<file path="config.mk">
export PLATFORM = sky130hd
export DESIGN_NAME = regfile_scoreboard
export DESIGN_NICKNAME = d
export VERILOG_FILES = /design/src/rtl/cpu_pkg.sv /design/src/rtl/scoreboard_unit.sv /design/src/rtl/regfile_scoreboard.sv
export SDC_FILE = /design/constraint.sdc
export NUM_CORES = 1
export LEC_CHECK = 0
export ABC_AREA = 1
export CAP_MARGIN = 20
export CORE_UTILIZATION = 47
export DETAILED_ROUTE_END_ITERATION = 12
export GPL_TIMING_DRIVEN = 0
export PLACE_DENSITY_LB_ADDON = 0.12
export SLEW_MARGIN = 10
export SYNTH_ARGS = -nofsm -noshare
export SYNTH_HDL_FRONTEND = slang
export SYNTH_SLANG_ARGS = --single-unit
</file>
<file path="constraint.sdc">
create_clock -name clk -period 2.7 [get_ports clk]
set_clock_uncertainty 0.2 [all_clocks]
set_input_delay 0.54 -clock clk [delete_from_list [all_inputs] [get_ports clk]]
set_output_delay 0.54 -clock clk [all_outputs]
set_load 0.02 [all_outputs]
</file>
<file path="src/rtl/cpu_pkg.sv">
// Shared CPU definitions: register-file geometry and the register index type
// used by the decoder, the register bank and the operand-select mux.
package cpu_pkg;

    localparam int NUM_REGS  = 8;
    localparam int REG_IDX_W = 3;
    localparam int DATA_W    = 16;

    typedef logic [REG_IDX_W-1:0] reg_idx_t;

    function automatic logic [NUM_REGS-1:0] idx_onehot(input reg_idx_t idx);
        logic [NUM_REGS-1:0] v;
        v      = '0;
        v[idx] = 1'b1;
        return v;
    endfunction

endpackage

</file>
<file path="src/rtl/scoreboard_unit.sv">
// Per-register busy scoreboard: tracks in-flight writes, counts them, and
// gates instruction issue on RAW/WAW hazards.
module scoreboard_unit
    import cpu_pkg::*;
(
    input  logic                clk,
    input  logic                rst_n,
    input  logic                wr_en,
    input  reg_idx_t            wr_addr,
    input  logic                iss_valid,
    input  reg_idx_t            iss_src0,
    input  reg_idx_t            iss_src1,
    input  logic                iss_dst_en,
    input  reg_idx_t            iss_dst,
    output logic                iss_ready,
    output logic [NUM_REGS-1:0] busy,
    output logic [3:0]          pending_cnt
);

    // Issue handshake: the decoder holds iss_* stable while iss_valid=1 and
    // iss_ready=0; an issue completes only on a clock edge with
    // iss_valid & iss_ready. iss_ready looks at registered busy only and never
    // at iss_valid, so a same-cycle write-back cannot release a stall early.
    logic [NUM_REGS-1:0] set_vec;
    logic [NUM_REGS-1:0] clr_vec;
    logic                inc;
    logic                dec;

    assign iss_ready = ~busy[iss_src0] & ~busy[iss_src1] & ~(iss_dst_en & busy[iss_dst]);

    always_comb begin
        set_vec = '0;
        clr_vec = '0;
        if (iss_valid && iss_ready && iss_dst_en) set_vec = idx_onehot(iss_dst);
        if (wr_en)                                clr_vec = idx_onehot(wr_addr);
    end

    // Count deltas follow real bit transitions so the counter tracks popcount(busy);
    // a set and a clear on the same index resolve to "set".
    assign inc = |(set_vec & ~busy);
    assign dec = |(clr_vec & busy & ~set_vec);

    always_ff @(posedge clk or negedge rst_n) begin
        if (!rst_n) begin
            busy        <= '0;
            pending_cnt <= '0;
        end else begin
            busy        <= (busy & ~clr_vec) | set_vec;
            pending_cnt <= pending_cnt + 4'(inc) - 4'(dec);
        end
    end

endmodule

</file>
<file path="src/rtl/regfile_scoreboard.sv">
// Eight-entry 16-bit register bank with write-back port and busy scoreboard;
// r0..r7 feed the downstream 8-to-2 operand-select mux as registered values.
module regfile_scoreboard
    import cpu_pkg::NUM_REGS, cpu_pkg::reg_idx_t;
#(
    parameter int                DATA_W    = 16,
    parameter logic [DATA_W-1:0] RESET_VAL = '0
) (
    input  logic              clk,
    input  logic              rst_n,
    input  logic              wr_en,
    input  reg_idx_t          wr_addr,
    input  logic [DATA_W-1:0] wr_data,
    input  logic              iss_valid,
    input  reg_idx_t          iss_src0,
    input  reg_idx_t          iss_src1,
    input  logic              iss_dst_en,
    input  reg_idx_t          iss_dst,
    output logic              iss_ready,
    output logic [DATA_W-1:0] r0,
    output logic [DATA_W-1:0] r1,
    output logic [DATA_W-1:0] r2,
    output logic [DATA_W-1:0] r3,
    output logic [DATA_W-1:0] r4,
    output logic [DATA_W-1:0] r5,
    output logic [DATA_W-1:0] r6,
    output logic [DATA_W-1:0] r7,
    output logic [7:0]        busy,
    output logic [3:0]        pending_cnt
);

    logic [DATA_W-1:0] regs [NUM_REGS];

    // No write-to-read bypass: the mux only ever sees the registered array.
    always_ff @(posedge clk or negedge rst_n) begin
        if (!rst_n) begin
            for (int i = 0; i < NUM_REGS; i++) regs[i] <= RESET_VAL;
        end else if (wr_en) begin
            regs[wr_addr] <= wr_data;
        end
    end

    assign r0 = regs[0];
    assign r1 = regs[1];
    assign r2 = regs[2];
    assign r3 = regs[3];
    assign r4 = regs[4];
    assign r5 = regs[5];
    assign r6 = regs[6];
    assign r7 = regs[7];

    scoreboard_unit u_scoreboard (
        .clk         (clk),
        .rst_n       (rst_n),
        .wr_en       (wr_en),
        .wr_addr     (wr_addr),
        .iss_valid   (iss_valid),
        .iss_src0    (iss_src0),
        .iss_src1    (iss_src1),
        .iss_dst_en  (iss_dst_en),
        .iss_dst     (iss_dst),
        .iss_ready   (iss_ready),
        .busy        (busy),
        .pending_cnt (pending_cnt)
    );

endmodule

</file>
==> summary.md <==
| Metric | Value |
|---|---|
| Run status | finished, final reports clean |
| Final setup TNS | 0 ns |
| Standby leakage power | 4.00 nW |
| Startpoint Class | primary input |
| Clk Latency, worst-skew pair | 0.41 ns |
| Portion of total power attributed to the clock network | 31.3% |
| Final std cell area, no fill | 0.00827 mm2 |
| Post-synth top area cell | sky130_fd_sc_hd__dfrtp_1 |
| Fraction of final layout cells sized beyond drive strength 1 | 12.7% |
| Number of cells produced by synthesis | 590 |
| Total of max-cap violations | 0 |
| CTS Buffer Depth | 2 |
| Number of placement rows | 39 |
| Kind of critical path | in2out |
| Worst hold margin | 0.288 ns |
| Total standard cell area after synthesis | 0.00558 mm2 |
| Overall Global Routing Usage | 27.2% |
| Multi-input gate area in the final layout | 0.00186 mm2 |
| Transition time at the pin with the least slew margin | 0.589 ns |
| Worst-case setup slack after placement | -0.451 ns |
| Final Worst Setup Slack | 0.0836 ns |
| Critical path fanouts, max | 3 |
| I/O pin total | 174 |
| Post-Route WL | 16,300 um |
| Classification of the worst-slack hold path | reg2reg |
| CTS tree | built |
| Syn avg cell area | 9.45 um2 |
| Sink count of the clock tree | 140 |
| Count of unique library cells instantiated by Yosys | 23 |
| Core occupancy in the finished layout | 72.1% |
| Cell types with the highest counts after synthesis | 193 x sky130_fd_sc_hd__nand2_1, 140 x sky130_fd_sc_hd__dfrtp_1, 128 x sky130_fd_sc_hd__o21ai_1 |
| Ant diodes | 0 |
| Synth area leaders | sky130_fd_sc_hd__dfrtp_1 63%, sky130_fd_sc_hd__nand2_1 13%, sky130_fd_sc_hd__o21ai_1 11%, sky130_fd_sc_hd__inv_1 2.6%, sky130_fd_sc_hd__buf_2 2.2% |
| Share of total power in sequential cells | 38.1% |
| Share of the cycle needed by the critical path after routing | 96.9% |
| Power density of the placed cells | 892 mW/mm2 |
| Worst-path clk slew | 0.06 ns |
| Number of port buffers | 172 |
| Internal Pwr Total | 4.98 mW |
| HPWL after detailed placement | 11,600 um |
| Area growth from synthesis to layout | 48.3% |
| CTS buffer count | 17 |
| First-pass GRT wire length | 25,800 um |
| Floorplan die width | 111 um |
| Maximum resistive drop on vdd | 0.538 mV |
| Number of nets in the layout | 827 |
| Final setup violation count | 0 |
| Met1 layer usage reported by global route | 35.7% |
| Endpoint arrival time on the critical path | 1.88 ns |
| Data required time at the worst endpoint | 1.96 ns |
| Storage element area | 0.00350 mm2 |
| Area share of the leading cell type in the synthesized netlist | 62.8% |
| Combinational share of power | 30.6% |
| Final critical path time including I/O delays and setup | 2.62 ns |
| Final count of hold timing violations | 0 |
| Cell at the root of the clock tree | sky130_fd_sc_hd__clkbuf_16 |
| Die outline height | 111 um |
| M2 GR Usage | 43.7% |
| Final Total Pwr | 7.38 mW |
| Placed cell count | 906 |
| Standard cell area after detailed placement | 0.00751 mm2 |
| Vias per cell | 5.25 |
| Initial standard-cell utilization of the core | 48.6% |
| Net count of the mapped netlist | 628 |
| Critical path endpoint category | output port |
| RSZ-0062 raised after global routing | false |
| Count of pins over their slew limit | 0 |
| Placeable Area | 0.0115 mm2 |
| Post-synth EDFFs | 0 |
| Final routed wire length divided by cell count | 17.3 um |
| Final global-route overflow total | 0 |
| Detailed router's first-iteration violation count | 357 |
| Achievable Freq | 382 MHz |
| Via count of the first global-routing pass | 4,912 |
| Synth Warn # | 0 |
| Non-filler cells in the finished layout | 945 |
| Layer carrying the most global-route usage | met2 |
| Post-detailed-route count of antenna-violating nets | 0 |
| Count of state elements after synthesis | 140 |
| Cell with the most instances after synthesis | sky130_fd_sc_hd__nand2_1 |
| Fraction of met3 tracks used by global routing | 7.16% |
| Initial antenna violation count | 0 |
| DRC violations left | 0 |
| Net Switching | 2.40 mW |
| Global placer's final weighted congestion | 0.886 |
| Vias | 4,961 |
| H-tree depth reported by CTS | 4 |
| Largest net degree at the start of global routing | 78 |
| Most frequently used flop master after synthesis | sky130_fd_sc_hd__dfrtp_1 |
| Fillers | 847 |
| Synth async-reset ratio | 100% |
| Overall die area | 0.0123 mm2 |
| Switching portion of total power | 32.5% |
| Sequential share of the synthesized area | 62.8% |
| 1st-pass router iterations | 5 |
| Worst slew margin relative to its limit | 60.7% |
[critical path, stage by stage]
cell                              delay (ns)
sky130_fd_sc_hd__clkdlybuf4s50_1        0.51
sky130_fd_sc_hd__inv_1                  0.08
sky130_fd_sc_hd__nand3_1                0.09
sky130_fd_sc_hd__nand2_1                0.07
sky130_fd_sc_hd__nand2_2                0.07
sky130_fd_sc_hd__nand2_4                0.07
sky130_fd_sc_hd__nor2_8                 0.08
sky130_fd_sc_hd__nand2_2                0.06
sky130_fd_sc_hd__inv_1                  0.05
sky130_fd_sc_hd__clkdlybuf4s15_2        0.25
[area by class of cell]
cell class,instances,share of cell area [%]
tap,143,2.16
multi-input combinational,379,22.5
timing repair buffer,180,22.0
inverter,46,2.21
clock buffer,20,5.52
clock inverter,12,1.65
buffer,25,1.59
sequential,140,42.4
[power groups by stage]
stage               Clock [mW]  Combinational, mW  Sequential [mW]
floorplan                    0              0.586             3.30
global placement             0               2.16             2.82
detailed placement           0               2.22             2.83
CTS                       2.34               2.25             2.81
global route              2.42               2.41             2.86
finish                    2.31               2.26             2.81
[routing by layer]
metal	vias up	routed length [um]
met5	-	0
met4	0	267
met3	27	1180
met2	205	7790
met1	2418	7100
li1	2311	-
[kinds of logic after synthesis]
family,share of synthesized area (%)
simple gates,17.7
flops,62.8
compound gates,12.2
buf+inv,5.59
fa+ha+maj,1.26
xor+xnor,0.471
[layout by cell type, fill, tap and decap left out, types with 3 or more instances in the layout]
cell	netlist	routed
sky130_fd_sc_hd__inv_2	6	7
sky130_fd_sc_hd__inv_6	0	3
sky130_fd_sc_hd__clkdlybuf4s50_1	0	161
sky130_fd_sc_hd__nor3_1	6	6
sky130_fd_sc_hd__nand4_1	8	8
sky130_fd_sc_hd__ha_1	4	4
sky130_fd_sc_hd__buf_2	24	24
sky130_fd_sc_hd__nor2_1	7	4
sky130_fd_sc_hd__o22ai_2	0	3
sky130_fd_sc_hd__dlymetal6s2s_1	0	7
sky130_fd_sc_hd__nand3_1	10	10
sky130_fd_sc_hd__buf_4	0	6
sky130_fd_sc_hd__clkbuf_16	0	17
sky130_fd_sc_hd__nand2_4	2	10
sky130_fd_sc_hd__nor2_2	2	4
sky130_fd_sc_hd__nand2_2	8	8
sky130_fd_sc_hd__nand2_1	193	185
sky130_fd_sc_hd__inv_1	39	37
sky130_fd_sc_hd__o21ai_1	128	128
sky130_fd_sc_hd__clkinvlp_4	0	3
sky130_fd_sc_hd__dfrtp_1	140	140
[state kept, by name, indices dropped and copies added (netlist names)]
register                  cells
u_scoreboard.pending_cnt      4
r0                           16
r5                           16
r3                           16
r1                           16
r6                           16
r7                           16
r2                           16
u_scoreboard.busy             8
r4                           16
[path summary, 6_finish.rpt]
path                       depth (start not counted)  slack [ns]                      startpoint                                    end
max in group asynchronous                          3        1.03                           rst_n         u_scoreboard.busy[3]$_DFF_PN0_
min reg2reg                                        2        0.29               r4[3]$_DFFE_PN0P_                      r4[3]$_DFFE_PN0P_
max                                               10        0.08                     iss_src1[1]                              iss_ready
min in group asynchronous                          2        0.47                           rst_n                     r2[10]$_DFFE_PN0P_
min                                                2        0.29               r4[3]$_DFFE_PN0P_                      r4[3]$_DFFE_PN0P_
max reg2reg                                       13        0.46  u_scoreboard.busy[5]$_DFF_PN0_  u_scoreboard.pending_cnt[1]$_DFF_PN0_
[repair_timing]
action                                  CTS  global route
hold endpoints to repair                 63             0
resized for setup                         9            30
hold buffers                              1             0
buffers inserted                          1             5
pin swaps                                 1             7
endpoints found under the setup margin    3             4
Note: power is estimated with default switching activity, not from simulation.
